$ cat src/rtl/pwm_gen.sv
// pwm_gen: fixed-frequency PWM for one LED pin, duty 0..100 % sampled at period boundaries.
// Latency: en to first period_start is 1 clk; pwm_out is registered and moves with the tick counter.
// Backpressure: none; en is honoured only in IDLE or at a period boundary, so periods always complete.
//
// Ports:
//   clk, rst      : clock, asynchronous active-high reset
//   en            : run request
//   pwm_value     : requested duty in percent (signed, clamped to 0..100)
//   pwm_out       : pin drive (ACTIVE_LOW selects lit level)
//   period_start  : one-cycle pulse on the first cycle of each period
//   duty_active   : clamped duty latched for the current period
module pwm_gen #(
  parameter int PRESCALE   = 120,
  parameter bit ACTIVE_LOW = 1'b1
) (
  input  logic               clk,
  input  logic               rst,
  input  logic               en,
  input  logic signed [31:0] pwm_value,
  output logic               pwm_out,
  output logic               period_start,
  output logic [6:0]         duty_active
);

  // A prescale of 1 still needs a 1-bit counter that simply stays at 0.
  localparam int            PW      = (PRESCALE > 1) ? $clog2(PRESCALE) : 1;
  localparam logic [PW-1:0] PS_LAST = PW'(PRESCALE - 1);
  localparam logic          DARK    = ACTIVE_LOW ? 1'b1 : 1'b0;
  localparam logic          LIT     = ~DARK;

  typedef enum logic {IDLE, RUN} state_t;

  state_t        state;
  logic [PW-1:0] prescale;
  logic [6:0]    tick;
  logic [6:0]    duty_clamped;

  always_comb begin
    duty_clamped = 7'd0;
    if (pwm_value < 0)
      duty_clamped = 7'd0;
    else if (pwm_value > 100)
      duty_clamped = 7'd100;
    else
      duty_clamped = pwm_value[6:0];
  end

  always_ff @(posedge clk or posedge rst) begin
    if (rst) begin
      state        <= IDLE;
      prescale     <= '0;
      tick         <= 7'd0;
      duty_active  <= 7'd0;
      period_start <= 1'b0;
      pwm_out      <= DARK;
    end else begin
      period_start <= 1'b0;
      case (state)
        IDLE: begin
          prescale <= '0;
          tick     <= 7'd0;
          pwm_out  <= DARK;
          if (en) begin
            state        <= RUN;
            duty_active  <= duty_clamped;
            period_start <= 1'b1;
            // Tick 0 is lit for any non-zero duty.
            pwm_out      <= (duty_clamped != 7'd0) ? LIT : DARK;
          end
        end
        RUN: begin
          if (prescale == PS_LAST) begin
            prescale <= '0;
            if (tick == 7'd99) begin
              tick <= 7'd0;
              if (en) begin
                duty_active  <= duty_clamped;
                period_start <= 1'b1;
                // Lit level carries straight across the boundary for duty 100.
                pwm_out      <= (duty_clamped != 7'd0) ? LIT : DARK;
              end else begin
                state   <= IDLE;
                pwm_out <= DARK;
              end
            end else begin
              tick    <= tick + 7'd1;
              // Evaluate against the tick value being loaded this edge.
              pwm_out <= ((tick + 7'd1) < duty_active) ? LIT : DARK;
            end
          end else begin
            prescale <= prescale + PW'(1);
          end
        end
        default: state <= IDLE;
      endcase
    end
  end

endmodule

$ cat config.mk
export PLATFORM = sky130hd
export DESIGN_NAME = pwm_gen
export DESIGN_NICKNAME = d
export VERILOG_FILES = /design/src/rtl/pwm_gen.sv
export SDC_FILE = /design/constraint.sdc
export NUM_CORES = 1
export LEC_CHECK = 0
export ABC_AREA = 1
export BUFFER_PORTS_ARGS = -buffer_cell sky130_fd_sc_hd__buf_2
export CAP_MARGIN = 20
export CORE_MARGIN = 2
export CORE_UTILIZATION = 56
export CTS_CLUSTER_DIAMETER = 200
export DETAILED_ROUTE_END_ITERATION = 16
export GPL_TIMING_DRIVEN = 0
export PLACE_DENSITY_LB_ADDON = 0.08
export SLEW_MARGIN = 10
export SYNTH_ARGS = -nofsm -noshare
export SYNTH_HDL_FRONTEND = slang
export SYNTH_SLANG_ARGS = --single-unit
$ cat constraint.sdc
create_clock -name clk -period 3.36 [get_ports clk]
set_input_delay 0.168 -clock clk [delete_from_list [all_inputs] [get_ports clk]]
set_output_delay 0.168 -clock clk [all_outputs]
set_load 0.02 [all_outputs]
; ---- After elaboration in Yosys (flattened, before gate mapping)
; Cells that the tools add are included.
[word_totals]
latchBits = 0
out_inout_bits = 9
mem_count = 0
regBits = 24
mem_bits_rw = 0
mem_bits_ro = 0
[classes]
div_mod_pow = 0
order_cmp = 3
reduce_logical = 2
eq_ne = 4
n_shift = 0
mul = 0
n_bitwise = 1
n_addsub = 2
muxes = 24
[ops]
columns = cell, n
row1 = $mux 7, 8
row2 = $pmux 7 s2, 3
row3 = $gt 32x8->1 const B, 1
row4 = $lt 32x1->1 const B, 1
row5 = $add 7x1->7 const B, 2
row6 = $eq 7x7->1 const B, 2
row7 = $mux 1, 10
row8 = $lt 7x7->1, 1
row9 = $reduce_bool 7->1, 1
row10 = $pmux 1 s2, 3
row11 = $ne 2x1->1 const B, 2
row12 = $reduce_and 2->1, 1
row13 = $not 1->1, 1

; ---- Depth between registers and ports, before layout
[logic_depth]
depth_word = 9
depth_mapped = 14
mapped_depth_nobuf = 14

; ---- Least setup slack after synthesis
; OpenSTA, ideal clock, no wires.
[synth_path]
path_kind = reg-to-reg
from = register tick[0]
to = register pwm_out
setup_time_ns = 0.076
path_buffers = 0
path_stages_with_launch = 14
required_time_ns = 3.284
arrival_time_ns = 1.814
setup_slack_ns = 1.470
path_cell_list = dfrtp_1 -> ha_1 -> xor2_1 -> ha_1 -> a21oi_1 -> nand2_1 -> a21oi_1 -> nor2_1 -> o21ai_0 -> nand2_1 -> nand2_1 -> a21oi_1 -> nand2_1 -> nand2_1
[synth_between]
elab_chain_len = 6
word_cells_on_any_way = 7
classes_between = add/sub: 1 / order compare: 1 / eq/ne: 1 / mux: 4
[synth_lines]
columns = item, line_no
row1 = "start, declared", 35  ; logic [6:0] tick;
row2 = "start signal, assigned", 86  ; tick <= tick + 7'd1;
row3 = $add 7x1->7, 88  ; pwm_out <= ((tick + 7'd1) < duty_active) ? LIT : DARK;
row4 = $lt 7x7->1, 88
row5 = $mux 1, 88
row6 = $mux 1 *, 74  ; if (tick == 7'd99) begin
row7 = $mux 1 *, 72  ; if (prescale == PS_LAST) begin
row8 = $pmux 1 s2 *, 58  ; case (state)
row9 = "end signal, assigned", 68  ; pwm_out <= (duty_clamped != 7'd0) ? LIT : DARK;
row10 = "end signal, assigned", 80  ; pwm_out <= (duty_clamped != 7'd0) ? LIT : DARK;
row11 = "end signal, assigned", 88
row12 = "end, declared", 20  ; output logic pwm_out,
; Mark *: on every way between the ends. The rest lies on a longest branch, timed or not. The select of a mux whose other input is x is not followed.
; A chain may end at the register's enable or synchronous reset.

; ---- Worst setup path after layout
; Same ends and word-level chain as after synthesis.

==> flow_metrics.env <==
export IMPL_reg2reg_depth=13
export IMPL_synth_top_cells_by_area="dfrtp_1, nand2_1, inv_1"
export IMPL_antenna_found_initial=0
export IMPL_period_needed_ps=2185
export IMPL_met3RoutedLength_um=117
export IMPL_rsz0062_at_grt="no"
export IMPL_synth_flop_cell="dfrtp_1"
export IMPL_crit_start="tick[0]$_DFFE_PP0N_"
export IMPL_cts_post_setup_buffers_inserted=0
export IMPL_boundaryPins=44
export IMPL_r2r_start="tick[0]$_DFFE_PP0N_"
export IMPL_drive_above_1_share_pct=29.96
export IMPL_track_usage_pct=19.52
export IMPL_tns_ps=0
export IMPL_wl_met2_um=1371
export IMPL_worst_clock_skew_ps=10.49
export IMPL_syn_to_final_growth_pct=18.03
export IMPL_drv_cap=0
export IMPL_cp_arrival_ps=2440
export IMPL_post_route_util_pct=69.52
export IMPL_hpwl_um=2394
export IMPL_design_die_area_sq_um=3321
export IMPL_syn_area_per_cell_sq_um=7.320
export IMPL_synth_common_cells="nand2_1, inv_1, dfrtp_1, nor2_1"
export IMPL_yosysMostFrequentCell="nand2_1"
export IMPL_rows=19
export IMPL_place_gp_congestion=0.8185
export IMPL_cts_max_path_buffers=2
export IMPL_max_freq_mhz=457.7
export IMPL_slowest_stage="dfrtp_1"
export IMPL_die_h_um=57.63
export IMPL_crit_type="reg2reg"
export IMPL_cts_buffers_inserted=3
export IMPL_htreeDepth=1
export IMPL_yosysSeqAreaShare_pct=37.37
export IMPL_start_util_pct=58.90
export IMPL_total_power_mw=0.4948
export IMPL_dr_pass1_iters=5
export IMPL_core_area_sq_um=2734
export IMPL_cts_sinks=24
export IMPL_tritoncts="built"
export IMPL_grt_pass1_vias=1272
export IMPL_cpMostUsedCell="nand2_1"
export IMPL_grt_pass1_wl_um=5106
export IMPL_grt_max_degree=25
export IMPL_cp_depth=13
export IMPL_crit_end="pwm_out$_DFFE_PP1N_"
export IMPL_status="completed"
export IMPL_cp_top_family="adder cells"
export IMPL_synth_top_area_share_pct=35.74
export IMPL_clk_latency_ps=310
export IMPL_antenna_cells=0
export IMPL_vdd_drop_max_uv=317.6
export IMPL_die_width_um=57.63
export IMPL_io_buffers=43
export IMPL_nNetsFinal=311
export IMPL_path_buf_inv=0
export IMPL_hp_class="in2async"
export IMPL_synth_edff_count=0
export IMPL_wl_met1_um=1401
export IMPL_start_kind="flop"
export IMPL_via_per_inst=4.728
export IMPL_endpoint_kind="flop"
export IMPL_cp_required_ps=3610
export IMPL_synth_cell_type_count=27
export IMPL_synth_nets=263
export IMPL_drt_iter0_drc=30
export IMPL_route_detailed_wl_per_inst_um=9.728
export IMPL_p_leak_nw=1.072
export IMPL_drt_wl_total_um=2899
export IMPL_drv_slew=0
export IMPL_clkSlewWorstSetupHoldPaths_ps=130
export IMPL_syn_area_sq_um=1610
export IMPL_rrSetupSlack_ps=1180
export IMPL_synthArstFlopShare_pct=100.0
export IMPL_finalSetupViolations=0
export IMPL_fillers=237
export IMPL_cts_root_buf="clkbuf_4"
export IMPL_ys_warn_count=0
export IMPL_antenna_left=0
export IMPL_cpPeakStageDelay_ps=460
export IMPL_synth_top_area_cell="dfrtp_1"
export IMPL_critPathMaxFanout=5
export IMPL_timing_rr_end="pwm_out$_DFFE_PP1N_"
export IMPL_grt_overflow=0
export IMPL_drc_errors=0
export IMPL_post_cts_resized=0
export IMPL_worstPathCellList="ha_1 -> xor2_1 -> ha_1 -> a21oi_1 -> nand2_1 -> a21oi_1 -> nor2_1 -> o21ai_0 -> nand2_1 -> nand2_1 -> a21oi_1 -> nand2_1 -> nand2_1"
export IMPL_synth_seq_cells=24
export IMPL_powerDensity_nw_per_um2=260.4
export IMPL_slew_headroom_pct=40.53
export IMPL_hold_viol_final=0
export IMPL_ctsHoldBuffers=0
export IMPL_highest_layer="met4"
export IMPL_worstMarginPinSlew_ps=891.1
export IMPL_synthCells=220
export IMPL_min_period_over_period_pct=65.03
export IMPL_vias=1409
-- power breakdown --
group	leakage, nW	total [mW]	internal, mW	switching [mW]
registers	0.297	0.289	0.289	0
logic	0.754	0.0557	0.0255	0.0302
clock network	0.0210	0.150	0.0662	0.0841
-- cell usage in the layout (no fill, tap or decap), drive strengths merged --
cell	Yosys	layout
a21oi	4	4
and2	1	1
buf	0	43
clkbuf	1	5
clkinv	1	1
dfrtp	23	23
dfstp	1	1
ha	8	8
inv	54	54
nand2	56	56
nand3	10	10
nand4	4	4
nor2	28	28
nor3	3	3
nor4	1	1
o211ai	2	2
o21ai	13	13
o21bai	1	1
o22ai	4	4
xor2	5	5
-- flip-flops by register name, indices dropped and copies added, names as in the netlist --
name	flops
tick	7
prescale	7
state	1
period_start	1
pwm_out	1
duty_active	7
-- through the flow --
step,hold WS (ps),instances,setup WS (ps),cell area [sq um]
4_1_cts,58.05,298,1186,1901
5_1_grt,69.18,298,1009,1901
2_1_floorplan,181.9,220,1470,1610
3_3_place_gp,384.3,294,1253,1864
6_report,22.33,298,1175,1901
3_5_place_dp,387.9,294,1216,1864
-- worst register-to-register path, stage by stage (launching register included) --
cell and delay (ps):
dfrtp_1 460, ha_1 270, xor2_1 230, ha_1 290, a21oi_1 150, nand2_1 80
a21oi_1 130, nor2_1 50, o21ai_0 130, nand2_1 80, nand2_1 60, a21oi_1 60
nand2_1 90, nand2_1 50
-- area by class of cell --
type | count | area (sq um) | share of cell area, %
well taps | 31 | 38.79 | 2.041
plain buffers | 1 | 13.76 | 0.7242
repair buffers | 43 | 215.2 | 11.32
inverters | 55 | 206.4 | 10.86
flip-flops and latches | 24 | 601.8 | 31.67
clock buffers | 4 | 36.28 | 1.909
multi-input cells | 140 | 788.3 | 41.47
-- routing by layer --
| metal | track usage, % | vias to the layer above |
|---|---|---|
| met2 | 32.47 | 26 |
| met3 | 4.018 | 2 |
| li1 | - | 770 |
| met4 | 3.654 | 0 |
| met1 | 26.74 | 611 |
| met5 | 0 | - |
-- cell families (layout without fill, tap and decap cells) --
group                    Yosys count  in the layout  share of synthesized area (%)
flip-flops                        24             24                          37.37
AO/OA/AOI/OAI                     24             24                          8.236
buffers and inverters             56            103                          13.68
AND/OR/NAND/NOR                  103            103                          31.78
XOR/XNOR                           5              5                          2.719
adder cells (fa/ha/maj)            8              8                          6.216
-- worst min path at each step --
stage	slack, ps	end	start	cells after the start
2_1_floorplan	180	duty_active[0]$_DFFE_PP0P_	rst	1
3_3_place_gp	380	state$_DFF_PP0_	en	3
3_5_place_dp	390	state$_DFF_PP0_	en	3
4_1_cts	60	tick[3]$_DFFE_PP0N_	rst	2
5_1_grt	70	state$_DFF_PP0_	en	3
6_report	20	tick[0]$_DFFE_PP0N_	rst	2
Power figures use the tool's default switching activity.
